===== config.mk =====
export PLATFORM = sky130hd
export DESIGN_NAME = relu_ctrl
export DESIGN_NICKNAME = d
export VERILOG_FILES = /design/src/rtl/relu_ctrl.sv
export SDC_FILE = /design/constraint.sdc
export NUM_CORES = 1
export LEC_CHECK = 0
export CAP_MARGIN = 20
export CORE_MARGIN = 1
export CORE_UTILIZATION = 37
export CTS_CLUSTER_DIAMETER = 80
export DETAILED_ROUTE_END_ITERATION = 8
export MAX_ROUTING_LAYER = met4
export PLACE_DENSITY_LB_ADDON = 0.2
export RECOVER_POWER = 50
export SKIP_CTS_REPAIR_TIMING = 1
export SYNTH_ARGS = -nofsm -noshare
export SYNTH_HDL_FRONTEND = slang
export SYNTH_SLANG_ARGS = --single-unit
export TNS_END_PERCENT = 1

===== constraint.sdc =====
create_clock -name clk -period 5.1 [get_ports clk]
set_input_delay 1.02 -clock clk [delete_from_list [all_inputs] [get_ports clk]]
set_output_delay 1.02 -clock clk [all_outputs]
set_load 0.005 [all_outputs]

===== src/rtl/relu_ctrl.sv =====
// relu_ctrl: streams every element of CHANNELS maps (MAP_X rows x MAP_Y cols)
// from the convolution buffer, applies ReLU and writes it to the result buffer.
// Ports:
//   clk, rst             clock, asynchronous active-high reset
//   relu_enable          start one full pass (from IDLE or DONE)
//   relu_hold            pause issue of new reads (in-flight elements finish)
//   rd_en, rd_ch/row/col read strobe and address; rd_data returns one cycle later
//   wr_en, wr_ch/row/col write strobe and address, wr_data = ReLU(rd_data)
//   busy                 high while in RUN or DRAIN
//   relu_done            high while in DONE
module relu_ctrl #(
   parameter int unsigned DATA_WIDTH = 45,
   parameter int unsigned MAP_X      = 24,
   parameter int unsigned MAP_Y      = 24,
   parameter int unsigned CHANNELS   = 8
) (
   input  logic                  clk,
   input  logic                  rst,
   input  logic                  relu_enable,
   input  logic                  relu_hold,
   output logic                  rd_en,
   output logic [2:0]            rd_ch,
   output logic [4:0]            rd_row,
   output logic [4:0]            rd_col,
   input  logic [DATA_WIDTH-1:0] rd_data,
   output logic                  wr_en,
   output logic [2:0]            wr_ch,
   output logic [4:0]            wr_row,
   output logic [4:0]            wr_col,
   output logic [DATA_WIDTH-1:0] wr_data,
   output logic                  busy,
   output logic                  relu_done
);

   localparam int unsigned CH_W  = 3;
   localparam int unsigned ROW_W = 5;
   localparam int unsigned COL_W = 5;

   localparam logic [CH_W-1:0]  CH_LAST  = CH_W'(CHANNELS - 1);
   localparam logic [ROW_W-1:0] ROW_LAST = ROW_W'(MAP_X - 1);
   localparam logic [COL_W-1:0] COL_LAST = COL_W'(MAP_Y - 1);

   typedef enum logic [1:0] {S_IDLE, S_RUN, S_DRAIN, S_DONE} state_t;

   state_t                state_q, state_d;
   logic [CH_W-1:0]       ch_cnt_q, ch_cnt_d;
   logic [ROW_W-1:0]      row_cnt_q, row_cnt_d;
   logic [COL_W-1:0]      col_cnt_q, col_cnt_d;
   logic                  all_issued_q, all_issued_d;
   logic                  drain_cnt_q, drain_cnt_d;
   logic                  rd_en_q, rd_en_d;
   logic [CH_W-1:0]       rd_ch_q, rd_ch_d;
   logic [ROW_W-1:0]      rd_row_q, rd_row_d;
   logic [COL_W-1:0]      rd_col_q, rd_col_d;
   logic                  p1_vld_q, p1_vld_d;
   logic [CH_W-1:0]       p1_ch_q, p1_ch_d;
   logic [ROW_W-1:0]      p1_row_q, p1_row_d;
   logic [COL_W-1:0]      p1_col_q, p1_col_d;
   logic                  wr_en_q, wr_en_d;
   logic [CH_W-1:0]       wr_ch_q, wr_ch_d;
   logic [ROW_W-1:0]      wr_row_q, wr_row_d;
   logic [COL_W-1:0]      wr_col_q, wr_col_d;
   logic [DATA_WIDTH-1:0] wr_data_q, wr_data_d;
   logic                  busy_q, busy_d;
   logic                  relu_done_q, relu_done_d;

   // Next-state, address issue and pipeline logic
   always_comb begin
      state_d      = state_q;
      ch_cnt_d     = ch_cnt_q;
      row_cnt_d    = row_cnt_q;
      col_cnt_d    = col_cnt_q;
      all_issued_d = all_issued_q;
      drain_cnt_d  = drain_cnt_q;
      rd_en_d      = 1'b0;
      rd_ch_d      = rd_ch_q;
      rd_row_d     = rd_row_q;
      rd_col_d     = rd_col_q;

      // Stage 1 tracks the read issued last cycle; its data arrives now
      p1_vld_d = rd_en_q;
      p1_ch_d  = rd_ch_q;
      p1_row_d = rd_row_q;
      p1_col_d = rd_col_q;

      // Stage 2 registers the write; idle outputs are forced to zero
      wr_en_d   = p1_vld_q;
      wr_ch_d   = p1_vld_q ? p1_ch_q  : '0;
      wr_row_d  = p1_vld_q ? p1_row_q : '0;
      wr_col_d  = p1_vld_q ? p1_col_q : '0;
      wr_data_d = (p1_vld_q && !rd_data[DATA_WIDTH-1]) ? rd_data : '0;

      case (state_q)
         S_IDLE, S_DONE: begin
            if (relu_enable) begin
               state_d      = S_RUN;
               all_issued_d = 1'b0;
            end
         end
         S_RUN: begin
            // Leave RUN the cycle after the last read is on the bus
            if (all_issued_q) begin
               state_d     = S_DRAIN;
               drain_cnt_d = 1'b0;
            end else if (!relu_hold) begin
               rd_en_d  = 1'b1;
               rd_ch_d  = ch_cnt_q;
               rd_row_d = row_cnt_q;
               rd_col_d = col_cnt_q;
               // col fastest, then row, then channel; full wrap leaves counters at 0
               if (col_cnt_q == COL_LAST) begin
                  col_cnt_d = '0;
                  if (row_cnt_q == ROW_LAST) begin
                     row_cnt_d = '0;
                     if (ch_cnt_q == CH_LAST) begin
                        ch_cnt_d     = '0;
                        all_issued_d = 1'b1;
                     end else begin
                        ch_cnt_d = ch_cnt_q + CH_W'(1);
                     end
                  end else begin
                     row_cnt_d = row_cnt_q + ROW_W'(1);
                  end
               end else begin
                  col_cnt_d = col_cnt_q + COL_W'(1);
               end
            end
         end
         S_DRAIN: begin
            if (drain_cnt_q) state_d = S_DONE;
            else             drain_cnt_d = 1'b1;
         end
         default: state_d = S_IDLE;
      endcase

      busy_d      = (state_d == S_RUN) || (state_d == S_DRAIN);
      relu_done_d = (state_d == S_DONE);
   end

   // State and output registers
   always_ff @(posedge clk or posedge rst) begin
      if (rst) begin
         state_q      <= S_IDLE;
         ch_cnt_q     <= '0;
         row_cnt_q    <= '0;
         col_cnt_q    <= '0;
         all_issued_q <= 1'b0;
         drain_cnt_q  <= 1'b0;
         rd_en_q      <= 1'b0;
         rd_ch_q      <= '0;
         rd_row_q     <= '0;
         rd_col_q     <= '0;
         p1_vld_q     <= 1'b0;
         p1_ch_q      <= '0;
         p1_row_q     <= '0;
         p1_col_q     <= '0;
         wr_en_q      <= 1'b0;
         wr_ch_q      <= '0;
         wr_row_q     <= '0;
         wr_col_q     <= '0;
         wr_data_q    <= '0;
         busy_q       <= 1'b0;
         relu_done_q  <= 1'b0;
      end else begin
         state_q      <= state_d;
         ch_cnt_q     <= ch_cnt_d;
         row_cnt_q    <= row_cnt_d;
         col_cnt_q    <= col_cnt_d;
         all_issued_q <= all_issued_d;
         drain_cnt_q  <= drain_cnt_d;
         rd_en_q      <= rd_en_d;
         rd_ch_q      <= rd_ch_d;
         rd_row_q     <= rd_row_d;
         rd_col_q     <= rd_col_d;
         p1_vld_q     <= p1_vld_d;
         p1_ch_q      <= p1_ch_d;
         p1_row_q     <= p1_row_d;
         p1_col_q     <= p1_col_d;
         wr_en_q      <= wr_en_d;
         wr_ch_q      <= wr_ch_d;
         wr_row_q     <= wr_row_d;
         wr_col_q     <= wr_col_d;
         wr_data_q    <= wr_data_d;
         busy_q       <= busy_d;
         relu_done_q  <= relu_done_d;
      end
   end

   assign rd_en     = rd_en_q;
   assign rd_ch     = rd_ch_q;
   assign rd_row    = rd_row_q;
   assign rd_col    = rd_col_q;
   assign wr_en     = wr_en_q;
   assign wr_ch     = wr_ch_q;
   assign wr_row    = wr_row_q;
   assign wr_col    = wr_col_q;
   assign wr_data   = wr_data_q;
   assign busy      = busy_q;
   assign relu_done = relu_done_q;

endmodule


==> flow_metrics.env <==
export IMPL_rr_startpoint="p1_vld_q$_DFF_PP0_"
export IMPL_cts_root_buf="clkbuf_8"
export IMPL_synth_top_family_by_area="simple AND/OR/NAND/NOR gates"
export IMPL_die_h_um=101.9
export IMPL_dieWidth_um=101.9
export IMPL_cts_buffers=9
export IMPL_synth_edf_count=0
export IMPL_p_leak_nw=2.491
export IMPL_grt_pass1_vias=2256
export IMPL_nNetsFinal=465
export IMPL_synth_nets=337
export IMPL_ys_flop_type="dfrtp_1"
export IMPL_cts_sinks=106
export IMPL_avgRoutedWirePerCell_um=13.27
export IMPL_yosysUniqueCellTypes=33
export IMPL_synth_xor_area_share_pct=0.4744
export IMPL_path_clk_slew_ns=0.09
export IMPL_portBuffers=123
export IMPL_coreArea_um2=9729
export IMPL_final_setup_tns_ns=0
export IMPL_pwr_share_comb_pct=21.3
export IMPL_synth_compound_area_share_pct=2.575
export IMPL_cts_buffer_depth=2
export IMPL_min_delay_start="rd_en$_DFF_PP0_"
export IMPL_drt_pass1_iterations=4
export IMPL_ir_drop_uv=190.1
export IMPL_grt_max_degree=83
export IMPL_synth_seq_area_share_pct=71.84
export IMPL_yosys_area_share_simple_pct=19.11
export IMPL_syn_inst=281
export IMPL_ff2ff_path_depth=3
export IMPL_holdPathStages=0
export IMPL_hold_path_class="register to register"
export IMPL_rsz0062_at_grt="false"
export IMPL_gp_congestion=0.7361
export IMPL_fin_crit_ns=2.846
export IMPL_dieArea_um2=10380
export IMPL_maxSlewHeadroom_pct=29.67
export IMPL_fmax_ghz=0.3514
export IMPL_grt_use_total_pct=14.80
export IMPL_antenna_found_initial=0
export IMPL_cp_end_kind="register"
export IMPL_run_status="finished clean"
export IMPL_overflow=0
export IMPL_rr_endpoint="wr_data[39]$_DFF_PP0_"
export IMPL_syn_area_um2=3692
export IMPL_drv_cap=0
export IMPL_synthAdderAreaFrac_pct=2.372
export IMPL_required_ns=5.39
export IMPL_intPower_mw=1.411
export IMPL_r2r_slack_ns=2.81
export IMPL_ctsHtreeMaxLevel=3
export IMPL_path_max_fanout=31
export IMPL_pwr_share_seq_pct=52.6
export IMPL_num_rows=36
export IMPL_num_vias=2417
export IMPL_insertion_delay_ns=0.36
export IMPL_final_cells=546
export IMPL_p_sw_mw=0.5145
export IMPL_drv_slew=0
export IMPL_syn_area_per_cell_um2=13.14
export IMPL_totalWireLength_um=7244
export IMPL_dpl_hpwl_um=5050
export IMPL_num_antenna_cells=0
export IMPL_hold_viol_final=0
export IMPL_tightestPinTransition_ns=1.049
export IMPL_start_util_pct=37.95
export IMPL_sw_frac_of_total_pct=26.72
export IMPL_mostFrequentLayoutCell="clkdlybuf4s50_1"
export IMPL_drive_gt1_share_pct=6.295
export IMPL_grt_pass1_wl_um=11100
export IMPL_min_to="p1_vld_q$_DFF_PP0_"
export IMPL_final_cell_mix="clkdlybuf4s50_1, dfrtp_1, nand2_1"
export IMPL_setup_viol=0
export IMPL_route_detailed_drc=0
export IMPL_synth_mux_area_share_pct=1.830
export IMPL_post_drt_via_cell_ratio=4.427
export IMPL_start_kind="primary input"
export IMPL_p_clk_share_pct=26.1
export IMPL_drt_iter0_drc=55
export IMPL_nFillCells=842
export IMPL_cellPowerDensity_nw_per_um2=364.8
export IMPL_io_pins=124
export IMPL_tritoncts="built"
export IMPL_dp_cells=530
export IMPL_async_flop_share_pct=100.0
export IMPL_fin_crit_sh_pct=55.80
export IMPL_ant_nets=0
export IMPL_synth_warnings=0
export IMPL_fin_worst_skew_ns=0.007232
export IMPL_arrival_ns=3.14
export IMPL_ys_ff_latch=106
export IMPL_critPathKind="primary input to register"
export IMPL_area_growth_pct=42.97
==> critical path, cell delays in order <==
cell and delay (ns):
dlygate4sd3_1 0.53, nor2b_1 0.56, clkbuf_1 0.78, and2_1 0.24
==> cell type report <==
type | count | area, um^2 | area share, %
sequential | 106 | 2653 | 50.25
timing repair buffer | 126 | 1270 | 24.06
multi-input combinational | 161 | 977.2 | 18.51
tap | 133 | 166.4 | 3.152
clock buffer | 10 | 137.6 | 2.607
clock inverter | 5 | 55.05 | 1.043
inverter | 5 | 20.02 | 0.3792
==> sequential cells by signal (all words and copies together) (netlist names), 2 cells and up <==
| name | flops |
|---|---|
| wr_data | 45 |
| col_cnt_q | 5 |
| p1_col_q | 5 |
| p1_row_q | 5 |
| rd_col | 5 |
| rd_row | 5 |
| row_cnt_q | 5 |
| wr_col | 5 |
| wr_row | 5 |
| ch_cnt_q | 3 |
| p1_ch_q | 3 |
| rd_ch | 3 |
| wr_ch | 3 |
| state_q | 2 |
==> worst max-delay path by stage <==
| stage | from | endpoint | slack (ns) | depth (start not counted) |
|---|---|---|---|---|
| floorplan | rst | all_issued_q$_DFFE_PP0P_ | 1.29 | 1 |
| global placement | relu_hold | col_cnt_q[4]$_DFFE_PP0P_ | 2.28 | 5 |
| detailed placement | relu_hold | col_cnt_q[4]$_DFFE_PP0P_ | 2.24 | 5 |
| CTS | relu_hold | col_cnt_q[4]$_DFFE_PP0P_ | 2.63 | 5 |
| global route | rd_data[44] | wr_data[39]$_DFF_PP0_ | 2.02 | 4 |
| finish | rd_data[44] | wr_data[39]$_DFF_PP0_ | 2.25 | 4 |
==> logic make-up after synthesis <==
group,Yosys count
compound gates,16
xor+xnor,2
fa+ha+maj,7
buf+inv,14
flops,106
mux,6
other cells,1
simple gates,129
==> stage by stage <==
step | power [mW] | hold WS, ns | util [%] | setup WS (ns) | instance area [um^2]
2_1_floorplan | 1.234 | 0.3757 | - | 1.291 | 3692
3_3_place_gp | 1.436 | 0.3607 | 51.99 | 2.278 | 5059
3_5_place_dp | 1.457 | 0.3611 | 52.28 | 2.237 | 5086
4_1_cts | 1.967 | 0.3833 | 54.26 | 2.630 | 5279
5_1_grt | 2.048 | 0.4041 | 54.26 | 2.022 | 5279
6_report | 1.926 | 0.3801 | 54.26 | 2.254 | 5279
==> Yosys cell counts (2+ instances only) <==
master | count | share of area, %
nand2_1 | 49 | 5.0
mux2_2 | 4 | 1.2
clkbuf_1 | 6 | 0.61
mux2_1 | 2 | 0.61
buf_2 | 2 | 0.27
nand4_1 | 2 | 0.34
o21ai_0 | 7 | 0.95
a21oi_1 | 3 | 0.41
ha_1 | 7 | 2.4
a31oi_1 | 2 | 0.34
nor2b_1 | 4 | 0.68
inv_1 | 4 | 0.41
nand3_1 | 6 | 0.81
dfrtp_1 | 106 | 72
and2_1 | 57 | 9.7
xnor2_1 | 2 | 0.47
nand4b_1 | 2 | 0.47
==> power by group through the flow <==
stage / Clock [mW] / Combinational [mW] / Sequential (mW)
floorplan: 0 / 0.214 / 1.02
global placement: 0 / 0.408 / 1.03
detailed placement: 0 / 0.425 / 1.03
CTS: 0.524 / 0.426 / 1.02
global route: 0.558 / 0.460 / 1.03
finish: 0.503 / 0.409 / 1.01
==> per-layer routing <==
layer	wire length, um	GRT usage [%]	vias to the layer above	share of wire, %
met5	0	-	-	0
met4	98	6.593	0	1.4
met3	537	3.625	10	7.4
met2	3376	21.99	91	47
met1	3232	19.33	1170	45
li1	-	-	1146	-
No activity file was read; power rests on OpenSTA's default activity.
